### src/rtl/alu_cmd_issuer.sv
// Command-side front end for the registered 8-bit ALU: accepts one command,
// drives the ALU, waits out its latency and returns the result with the tag.
module alu_cmd_issuer #(
    parameter int ALU_LAT = 1,
    parameter int TAG_W   = 4
) (
    input  logic             clk,
    input  logic             rst_n,
    input  logic             cmd_valid,
    output logic             cmd_ready,
    input  logic [2:0]       cmd_opcode,
    input  logic [7:0]       cmd_a,
    input  logic [7:0]       cmd_b,
    input  logic [TAG_W-1:0] cmd_tag,
    output logic [7:0]       alu_a,
    output logic [7:0]       alu_b,
    output logic [2:0]       alu_opcode,
    input  logic [15:0]      alu_result,
    output logic             rsp_valid,
    input  logic             rsp_ready,
    output logic [15:0]      rsp_result,
    output logic             rsp_cout,
    output logic [TAG_W-1:0] rsp_tag,
    output logic [15:0]      op_count
);

    typedef enum logic [1:0] {
        S_IDLE  = 2'd0,
        S_DRIVE = 2'd1,
        S_WAIT  = 2'd2,
        S_RESP  = 2'd3
    } state_t;

    localparam logic [2:0] LAT_M1 = 3'(ALU_LAT - 1);

    state_t           state_r;
    state_t           state_next_s;
    logic [2:0]       wait_cnt_r;
    logic [TAG_W-1:0] tag_r;
    logic [7:0]       alu_a_r;
    logic [7:0]       alu_b_r;
    logic [2:0]       alu_opcode_r;
    logic             rsp_valid_r;
    logic [15:0]      rsp_result_r;
    logic             rsp_cout_r;
    logic [TAG_W-1:0] rsp_tag_r;
    logic [15:0]      op_count_r;
    logic             accept_s;
    logic             rsp_fire_s;
    logic             wait_done_s;

    // Carry is derived from the operands so it does not depend on the ALU's result encoding.
    function automatic logic add_carry(input logic [2:0] op, input logic [7:0] a, input logic [7:0] b);
        logic [8:0] sum9;
        sum9 = {1'b0, a} + {1'b0, b};
        return (op == 3'b000) ? sum9[8] : 1'b0;
    endfunction

    assign accept_s    = cmd_valid & cmd_ready;
    assign rsp_fire_s  = rsp_valid_r & rsp_ready;
    assign wait_done_s = (state_r == S_WAIT) && (wait_cnt_r == 3'd0);

    // State register.
    always_ff @(posedge clk or negedge rst_n) begin
        if (!rst_n) begin
            state_r <= S_IDLE;
        end else begin
            state_r <= state_next_s;
        end
    end

    // Next-state logic.
    always_comb begin
        state_next_s = state_r;
        case (state_r)
            S_IDLE: begin
                if (accept_s) begin
                    state_next_s = S_DRIVE;
                end else begin
                    state_next_s = S_IDLE;
                end
            end
            S_DRIVE: state_next_s = S_WAIT;
            S_WAIT: begin
                if (wait_cnt_r == 3'd0) begin
                    state_next_s = S_RESP;
                end else begin
                    state_next_s = S_WAIT;
                end
            end
            S_RESP: begin
                if (rsp_fire_s) begin
                    state_next_s = S_IDLE;
                end else begin
                    state_next_s = S_RESP;
                end
            end
            default: state_next_s = S_IDLE;
        endcase
    end

    // Output logic: only IDLE accepts commands.
    always_comb begin
        if (state_r == S_IDLE) begin
            cmd_ready = 1'b1;
        end else begin
            cmd_ready = 1'b0;
        end
    end

    // Command latch, latency counter, response capture and completion count.
    always_ff @(posedge clk or negedge rst_n) begin
        if (!rst_n) begin
            alu_a_r      <= 8'h00;
            alu_b_r      <= 8'h00;
            alu_opcode_r <= 3'b000;
            tag_r        <= '0;
            wait_cnt_r   <= 3'd0;
            rsp_valid_r  <= 1'b0;
            rsp_result_r <= 16'h0000;
            rsp_cout_r   <= 1'b0;
            rsp_tag_r    <= '0;
            op_count_r   <= 16'h0000;
        end else begin
            if (accept_s) begin
                alu_a_r      <= cmd_a;
                alu_b_r      <= cmd_b;
                alu_opcode_r <= cmd_opcode;
                tag_r        <= cmd_tag;
            end
            if (state_r == S_DRIVE) begin
                wait_cnt_r <= LAT_M1;
            end else if ((state_r == S_WAIT) && (wait_cnt_r != 3'd0)) begin
                wait_cnt_r <= wait_cnt_r - 3'd1;
            end
            if (wait_done_s) begin
                rsp_valid_r  <= 1'b1;
                rsp_result_r <= alu_result;
                rsp_cout_r   <= add_carry(alu_opcode_r, alu_a_r, alu_b_r);
                rsp_tag_r    <= tag_r;
            end else if (rsp_fire_s) begin
                rsp_valid_r <= 1'b0;
                op_count_r  <= op_count_r + 16'd1;
            end
        end
    end

    assign alu_a      = alu_a_r;
    assign alu_b      = alu_b_r;
    assign alu_opcode = alu_opcode_r;
    assign rsp_valid  = rsp_valid_r;
    assign rsp_result = rsp_result_r;
    assign rsp_cout   = rsp_cout_r;
    assign rsp_tag    = rsp_tag_r;
    assign op_count   = op_count_r;

endmodule

### config.mk
export PLATFORM = sky130hd
export DESIGN_NAME = alu_cmd_issuer
export DESIGN_NICKNAME = d
export VERILOG_FILES = /design/src/rtl/alu_cmd_issuer.sv
export SDC_FILE = /design/constraint.sdc
export NUM_CORES = 1
export LEC_CHECK = 0
export CORE_MARGIN = 8
export CORE_UTILIZATION = 50
export CTS_BUF_LIST = sky130_fd_sc_hd__clkbuf_8
export DETAILED_ROUTE_END_ITERATION = 10
export HOLD_SLACK_MARGIN = 0.05
export MAX_ROUTING_LAYER = met4
export PLACE_DENSITY = 0.88
export SLEW_MARGIN = 20
export SYNTH_ARGS = -nofsm -noshare
export SYNTH_HDL_FRONTEND = slang
export SYNTH_SLANG_ARGS = --single-unit
### constraint.sdc
create_clock -name clk -period 4.4 [get_ports clk]
set_input_delay 1.1 -clock clk [delete_from_list [all_inputs] [get_ports clk]]
set_output_delay 1.1 -clock clk [all_outputs]
set_load 0.01 [all_outputs]
[Word-level counts from Yosys, hierarchy flattened]
Index checks and enable logic that the tools add are counted.
Operators by class
  multiplexer cells: 10
  reductions and logical operators: 9
  add/subtract/negate cells: 3
  bitwise logic cells: 3
  equality and inequality tests: 3
Operators by type and width (number)
  adder 16 x 1 -> 16 bit, second input constant: 1
  adder 8 x 8 -> 9 bit: 1
  one-hot mux 2 bit (4 select lines): 1
  zero test 3 bit: 2
  2-to-1 mux 1 bit: 6
  2-to-1 mux 3 bit: 2
  == test 2 bit, second input constant: 2
  nonzero test 2 bit: 2
  nonzero test 3 bit: 1
  subtractor 3 x 1 -> 3 bit, second input constant: 1
  AND 1 bit: 2
  == test 2 x 1 -> 1 bit, second input constant: 1
  logical AND 1 bit: 2
  zero test 2 bit: 1
  2-to-1 mux 2 bit: 1
  AND reduction 2 bit: 1
  NOT 1 bit: 1
Storage, ports and cells
  bits of input ports: 43
  output and inout port bits: 58
  word-level logic and storage cells: 39
  bits in registers: 66

[Longest topological paths before layout]
Gate-level depths: netlist (run 1).
  word-level depth: 5
  depth in mapped cells: 8
  depth with buffers taken out: 6

[Worst setup path before layout (run 1)]
OpenSTA, ideal clock, no wires.
  kind: input port to flip-flop
  from: input rsp_ready
  to: register op_count_r[15] (netlist: op_count[15])
  library setup time: 124 ps
  slack: 2318 ps
  data required time: 4276 ps
  data arrival time: 1958 ps
  buffers on the path: 0
  stages on the path: 4
  cell sequence: nand3_1 -> nor4_4 -> nand4_1 -> xnor2_1
Between the ends
  cells in the longest elaborated chain, start to end: 2
Ends and longest elaborated chain
  start, declared: RTL line 20  | input logic rsp_ready,
  AND 1 bit: RTL line 60  | assign rsp_fire_s = rsp_valid_r & rsp_ready;
  AND reduction 2 bit (no source line)
  end signal, assigned: RTL line 143  | op_count_r <= op_count_r + 16'd1;
  end, declared: RTL line 47  | logic [15:0] op_count_r;
Every way passes these cells.
A chain may end at the register's enable or synchronous reset.

[Final worst setup path (run 1)]
  from: register state_r[0]
  to: output cmd_ready
Between the ends
  cells in the longest elaborated chain, start to end: 2
Ends and longest elaborated chain
  start, declared: RTL line 36  | state_t state_r;
  start signal, assigned: RTL line 68  | state_r <= state_next_s;
  zero test 2 bit: RTL line 104  | if (state_r == S_IDLE) begin
  2-to-1 mux 1 bit: RTL line 104
  end, declared: RTL line 10  | output logic cmd_ready,
Every way passes these cells.

==> results.md, run 1 <==
- Data arrival time of the critical path: 1.60 ns
- Global-route wire length before repair: 10.71 mm
- P per Cell Area: 673.5 mW/mm^2
- Part of the total power dissipated in the clock network: 21.4%
- Classification of the worst-slack hold path: register to register
- Proportion of synthesized chip area in sequential cells: 57.87%
- Maximum clock skew at final layout: 0.008506 ns
- Final setup TNS: 0 ns
- CP Capture Type: primary output
- Fraction of layout cells with a size suffix above 1: 21.27%
- Share of the cycle needed by the critical path after routing: 61.27%
- Portion of synthesized cell area occupied by the leading cell type: 57.87%
- Number of global-route vias before repair: 2,235
- Core region area: 0.005507 mm^2
- Power Internal: 0.001918 W
- Part of the total power dissipated in combinational logic: 41.2%
- Max-slew violation count: 0
- Cell chosen for the clock root: clkbuf_8
- Netlist cell types: 36
- DR DRC count: 0
- Count of hold-fix buffers inserted at cts: 0
- Number of nets in the synthesized netlist: 258
- Avg Synthesized Cell Area: 13.92 um^2
- Start of the worst register-to-register path: state_r[0]$_DFF_PN0_
- Worst supply voltage drop on vdd: 0.0003965 V
- Die outline width: 91.55 um
- Clock latency reported for the late side of the worst-skew pair: 0.33 ns
- Run status: finished, final reports clean
- DRC marker count from the first detailed-route iteration: 38
- Worst slack after detailed placement: 1.480 ns
- Max Fclk: 0.3709 GHz
- Pin count of the biggest net entering global routing: 46
- Net switching component of the power: 0.0008546 W
- Total length of routed wires: 6.449 mm
- Min cycle time layout: 2.696 ns
- Flip-flop and latch count after synthesis: 66
- Lkg Pwr: 1.762 nW
- TritonCTS clock tree: done
- Clock transition at the registers of the reported paths: 0.06 ns
- Synth warnings: 0
- Total number of nets in the final design: 363
- Number of hold violations in the final report: 0
- Prevailing post-synth register cell: dfrtp_1
- Overall die area: 0.008381 mm^2
- Antenna diode instance count: 0
- Total of buffers placed on input and output ports: 100
- Per-cell routed wire length: 16.66 um
- Number of synthesized flops with an enable pin: 0
- Number of nets with antenna violations after detailed routing: 0
- HPWL after DPL: 4.789 mm
- Number of top-level design ports: 101
- Dominant cell type by area after synthesis: dfrtp_1
- GRT Resource Usage Total: 16.40%
- Number of endpoints failing setup at the final stage: 0
- Post-CTS repair timing setup buffer count: 0
- Die extent in y: 91.55 um
- H-tree Lvls: 3
- Number of antenna violations at the first check in global routing: 0
- R2R setup slack: 2.32 ns
- Switching share of power: 30.82%
- Startpoint class of the critical path: register
- TritonCTS buffer count: 9
- Biggest area contributors in the synthesized netlist: dfrtp_1 58%, mux2_2 17%, ha_1 4.4%, xnor2_1 3.4%, nand4_1 1.3%
- Slew at the pin with the worst max-slew slack: 1.033 ns
- Setup repair after global routing missed its margin: false
- Sink Count: 66
- Synthesized instance count: 205
- Worst max-slew margin expressed relative to the limit: 31.16%
- Final global-route overflow total: 0
- Critical Setup Path Class: register to primary output
- Sequential share of power: 37.4%
- Critical path data required time: 3.30 ns
- Hold path startpoint: op_count[15]$_DFFE_PN0P_
- Initial core utilization: 51.83%
- Crit-path max FO: 9
- Post-cts resize count: 0
- Max-cap violations: 0
- Reg2Reg Depth: 3
- Share of synthesized flip-flops with an asynchronous set or reset: 100.0%
- 1st-pass router iterations: 4
- Mapped Area: 0.002854 mm^2
- Layout overhead on the synthesized area: 44.28%
- Ratio of routed vias to standard cells: 5.186
- Smallest setup slack after layout: 1.704 ns
- Hold EP: op_count[15]$_DFFE_PN0P_
- Number of buffers on the longest clock path: 2
- Worst hold path stage count: 1
- Vias: 2,007
- End of the worst register-to-register path: alu_a[1]$_DFFE_PN0P_
- GPL Wtd Cong: 0.8342
- Rows: 27
[sequential cells by signal, summed over array words and instances (netlist names)]
name,flops
rsp_tag,4
rsp_result,16
state_r,2
alu_a,8
wait_cnt_r,3
alu_b,8
rsp_valid,1
rsp_cout,1
alu_opcode,3
tag_r,4
op_count,16
[metrics by stage]
stage                     util (%)  instances  total power, W  hold WS [ns]  instance area (um^2)
final                        74.78        387        0.002773        0.4670                  4118
after global routing         74.78        387        0.002951        0.5004                  4118
after CTS                    74.73        387        0.002809        0.4732                  4115
after detailed placement     70.51        371        0.002211        0.4646                  3882
after global placement       70.51        371        0.002168        0.4643                  3882
after floorplan                  -        205        0.001639        0.4749                  2854
[worst max path at each step]
stage,start,to,slack [ns],cells after the start
after floorplan,rsp_ready,op_count[15]$_DFFE_PN0P_,2.32,4
after global routing,state_r[0]$_DFF_PN0_,cmd_ready,1.59,2
final,state_r[0]$_DFF_PN0_,cmd_ready,1.70,2
after detailed placement,cmd_valid,alu_b[6]$_DFFE_PN0P_,1.48,3
after CTS,state_r[0]$_DFF_PN0_,cmd_ready,1.69,2
after global placement,cmd_valid,alu_a[6]$_DFFE_PN0P_,1.50,3
[cell type report]
| type | instances | area, um^2 |
|---|---|---|
| Tap cell | 72 | 90.09 |
| Fill cell | 363 | 1389 |
| Clock inverter | 7 | 108.9 |
| Sequential cell | 66 | 1652 |
| Multi-Input combinational cell | 126 | 1115 |
| Clock buffer | 9 | 123.9 |
| Inverter | 6 | 22.52 |
| Timing Repair Buffer | 101 | 1006 |
[worst max-delay path, cell delays in order (launching register included)]
cell,delay [ns]
dfrtp_1,0.46
nor2_1,0.23
clkdlybuf4s50_1,0.58
[synth_stat cells, types with 2 or more instances]
library cell,count
ha_1,10
xor2_1,4
buf_4,3
buf_6,2
nand2_1,8
o22ai_1,2
nand3_1,6
a21oi_1,5
o21ai_0,4
mux2_2,44
nor2_1,5
inv_1,6
dfrtp_1,66
xnor2_1,11
nand4_1,6
and2_1,2
nor3_1,2
[layout by cell type (no fill, tap or decap), drive strengths merged, types with 5 or more instances in the layout]
master / count
clkdlybuf4s50: 99
dfrtp: 66
mux2: 44
xnor2: 11
ha: 10
clkbuf: 9
nand2: 8
inv: 7
nand3: 6
nand4: 6
nor2: 6
a21oi: 5
[power by group through the flow]
stage          registers, W  clock network [W]  logic, W
6_report            0.00104           0.000593   0.00114
5_1_grt             0.00108           0.000634   0.00124
4_1_cts             0.00104           0.000601   0.00117
3_5_place_dp        0.00105                  0   0.00116
3_3_place_gp        0.00103                  0   0.00113
2_1_floorplan       0.00111                  0  0.000529
[routing by layer]
metal	up-vias	global-route usage [%]	share of wire [%]
li1	942	-	-
met1	964	18.92	45
met2	92	24.07	44
met3	9	8.724	9.7
met4	0	4.911	0.96
met5	-	-	0
[logic make-up after synthesis]
| group | count (synthesis) | share of synthesized area (%) |
|---|---|---|
| flops | 66 | 57.87 |
| fa+ha+maj | 10 | 4.384 |
| mux | 44 | 17.36 |
| simple gates | 39 | 8.813 |
| compound gates | 18 | 3.902 |
| xor+xnor | 15 | 4.603 |
| buf+inv | 13 | 3.068 |
Note: power is estimated with default switching activity, not from simulation.
==> run 2, diff against run 1 <==
- CORE_UTILIZATION: 50 -> 42
- PLACE_DENSITY: 0.88 -> 0.79
- clock period: 4.4 -> 2.3 ns (I/O delays scaled with it)
==> results.md, run 2 (same netlist as run 1, synthesis figures left out) <==
- Run status: finished, final reports clean
- Cell area after layout: 0.004090 mm^2 (-0.67%)
- H-tree Lvls: 3 (unchanged)
- Final global-route overflow total: 0 (unchanged)
- GPL Wtd Cong: 0.7623 (-8.6%)
- End of the worst register-to-register path: op_count[15]$_DFFE_PN0P_
- Commonest non-fill, non-tap cells in the layout: 99 x clkdlybuf4s50_1, 66 x dfrtp_1, 44 x mux2_2
- P per Cell Area: 1227 mW/mm^2 (+82%)
- Global-route wire length before repair: 10.89 mm (+1.7%)
- TritonCTS clock tree: done
- Clock transition at the registers of the reported paths: 0.07 ns (about the same)
- Fraction of layout cells with a size suffix above 1: 21.52% (+0.25 points)
- Final setup TNS: 0 ns (unchanged)
- Max-slew violation count: 0 (unchanged)
- Startpoint class of the critical path: register
- Overall die area: 0.009689 mm^2 (+16%)
- Min cycle time layout: 2.155 ns
- Reg2Reg Depth: 6 (+3)
- Total of buffers placed on input and output ports: 100 (unchanged)
- Ratio of routed vias to standard cells: 5.023 (-3.1%)
- Lkg Pwr: 1.748 nW (-0.77%)
- Cell chosen for the clock root: clkbuf_8
- Number of top-level design ports: 101 (unchanged)
- Die extent in y: 98.44 um (+7.5%)
- Combined flip-flop and latch cell area: 0.001652 mm^2 (unchanged)
- Net switching component of the power: 0.001617 W (+89%)
- CP Capture Type: primary output
- HPWL after DPL: 4.823 mm (+0.72%)
- Count of hold-fix buffers inserted at cts: 0 (unchanged)
- Worst max-slew margin expressed relative to the limit: 59.88% (+29 points)
- Number of antenna violations at the first check in global routing: 0 (unchanged)
- Slew at the pin with the worst max-slew slack: 0.6018 ns (-0.4308 ns)
- Vias: 1,989 (-0.90%)
- Pin count of the biggest net entering global routing: 43 (-6.5%)
- R2R setup slack: 0.42 ns (-1.90 ns)
- Post-cts resize count: 0 (unchanged)
- Part of the total power dissipated in the clock network: 16.8% (-4.6 points)
- Number of endpoints failing setup at the final stage: 0 (unchanged)
- Worst supply voltage drop on vdd: 0.0008308 V (+110%)
- Post-CTS repair timing setup buffer count: 0 (unchanged)
- 1st-pass router iterations: 4 (unchanged)
- Share of the cycle needed by the critical path after routing: 93.69%
- Classification of the worst-slack hold path: primary input to async pin
- Max Fclk: 0.4641 GHz
- DR DRC count: 0 (unchanged)
- Sequential share of power: 39.5% (+2.1 points)
- Sink Count: 66 (unchanged)
- Maximum clock skew at final layout: 0.005858 ns (-0.002649 ns)
- Initial core utilization: 42.72% (-9.1 points)
- Max-cap violations: 0 (unchanged)
- Switching share of power: 32.22% (+1.4 points)
- Dpl cell area: 0.003920 mm^2 (+0.97%)
- Core region area: 0.006681 mm^2 (+21%)
- Antenna diode instance count: 0 (unchanged)
- Layout overhead on the synthesized area: 43.31%
- Setup repair after global routing missed its margin: false
- Per-cell routed wire length: 16.34 um (-2.0%)
- Rows: 30 (+11%)
- Crit-path max FO: 9 (unchanged)
- Number of hold violations in the final report: 0 (unchanged)
- Number of inserted filler cells in the final layout: 542 (+49%)
- Leading cell type in the layout, fill and taps excluded: clkdlybuf4s50_1
- Area of the multi-input gates: 0.001115 mm^2 (unchanged)
- Part of the total power dissipated in combinational logic: 43.7% (+2.5 points)
- Data arrival time of the critical path: 1.58 ns (-0.02 ns)
- Die outline width: 98.44 um (+7.5%)
- Power Internal: 0.003402 W (+77%)
- Clock latency reported for the late side of the worst-skew pair: 0.34 ns (about the same)
- Number of global-route vias before repair: 2,252 (+0.76%)
- DRC marker count from the first detailed-route iteration: 47 (+24%)
- Total number of nets in the final design: 365 (+0.55%)
- Start of the worst register-to-register path: wait_cnt_r[0]$_DFFE_PN0P_
- GRT Resource Usage Total: 14.61% (-1.8 points)
- TritonCTS buffer count: 9 (unchanged)
- Total length of routed wires: 6.470 mm (+0.33%)
- Critical Setup Path Class: register to primary output
- Number of buffers on the longest clock path: 2 (unchanged)
- Critical path data required time: 1.73 ns (-1.57 ns)
- Number of nets with antenna violations after detailed routing: 0 (unchanged)
[run 2: cell count changes in the layout (fill, tap and decap cells not counted), sizes merged]
cell    delta
bufinv     -3
clkbuf     +2
buf        +2
[run 2: metal layers]
metal	global-route usage (%)	vias up	part of all wire, %
li1	-	944	-
met2	21.56	65	46
met1	16.72	971	44
met3	6.342	9	7.9
met4	7.084	0	1.7
met5	-	-	0
[run 2: cell type report]
class,instances,share of cell area [%]
Clock buffer,11,3.701
Clock inverter,4,0.4589
Inverter,6,0.5506
Multi-Input combinational cell,126,27.26
Sequential cell,66,40.38
Tap cell,80,2.447
Timing Repair Buffer,103,25.21
[run 2: worst max-delay path, cell delays in order, from the launching register on]
cell             delay [ns]
dfrtp_1                0.46
nor2_1                 0.19
clkdlybuf4s50_1        0.59
[run 2: worst max path at each step]
stage,cells after the start,endpoint,start
finish,2,cmd_ready,state_r[0]$_DFF_PN0_
global route,2,cmd_ready,state_r[0]$_DFF_PN0_
CTS,2,cmd_ready,state_r[0]$_DFF_PN0_
detailed placement,5,op_count[15]$_DFFE_PN0P_,rsp_ready
global placement,5,op_count[15]$_DFFE_PN0P_,rsp_ready
floorplan,6,rsp_result[10]$_DFFE_PN0P_,wait_cnt_r[0]$_DFFE_PN0P_
[run 2: per-stage QoR]
stage,hold WS [ns],total power [W],utilization [%],worst slack [ns],std cells
finish,0.2371,0.005019,61.22,0.1451,396
global route,0.2628,0.005367,61.22,0.04590,396
CTS,0.2418,0.005104,61.22,0.1089,396
detailed placement,0.4662,0.004230,58.67,0.1039,381
global placement,0.4729,0.004175,58.67,0.1566,381
floorplan,0.2794,0.003135,-,0.6585,205
[run 2: power by group through the flow]
| stage | registers, W | clock network [W] | logic [W] |
|---|---|---|---|
| after floorplan | 0.00212 | 0 | 0.00101 |
| after global placement | 0.00198 | 0 | 0.00220 |
| after detailed placement | 0.00200 | 0 | 0.00223 |
| after CTS | 0.00199 | 0.000873 | 0.00224 |
| after global routing | 0.00206 | 0.000928 | 0.00238 |
| final | 0.00198 | 0.000841 | 0.00219 |
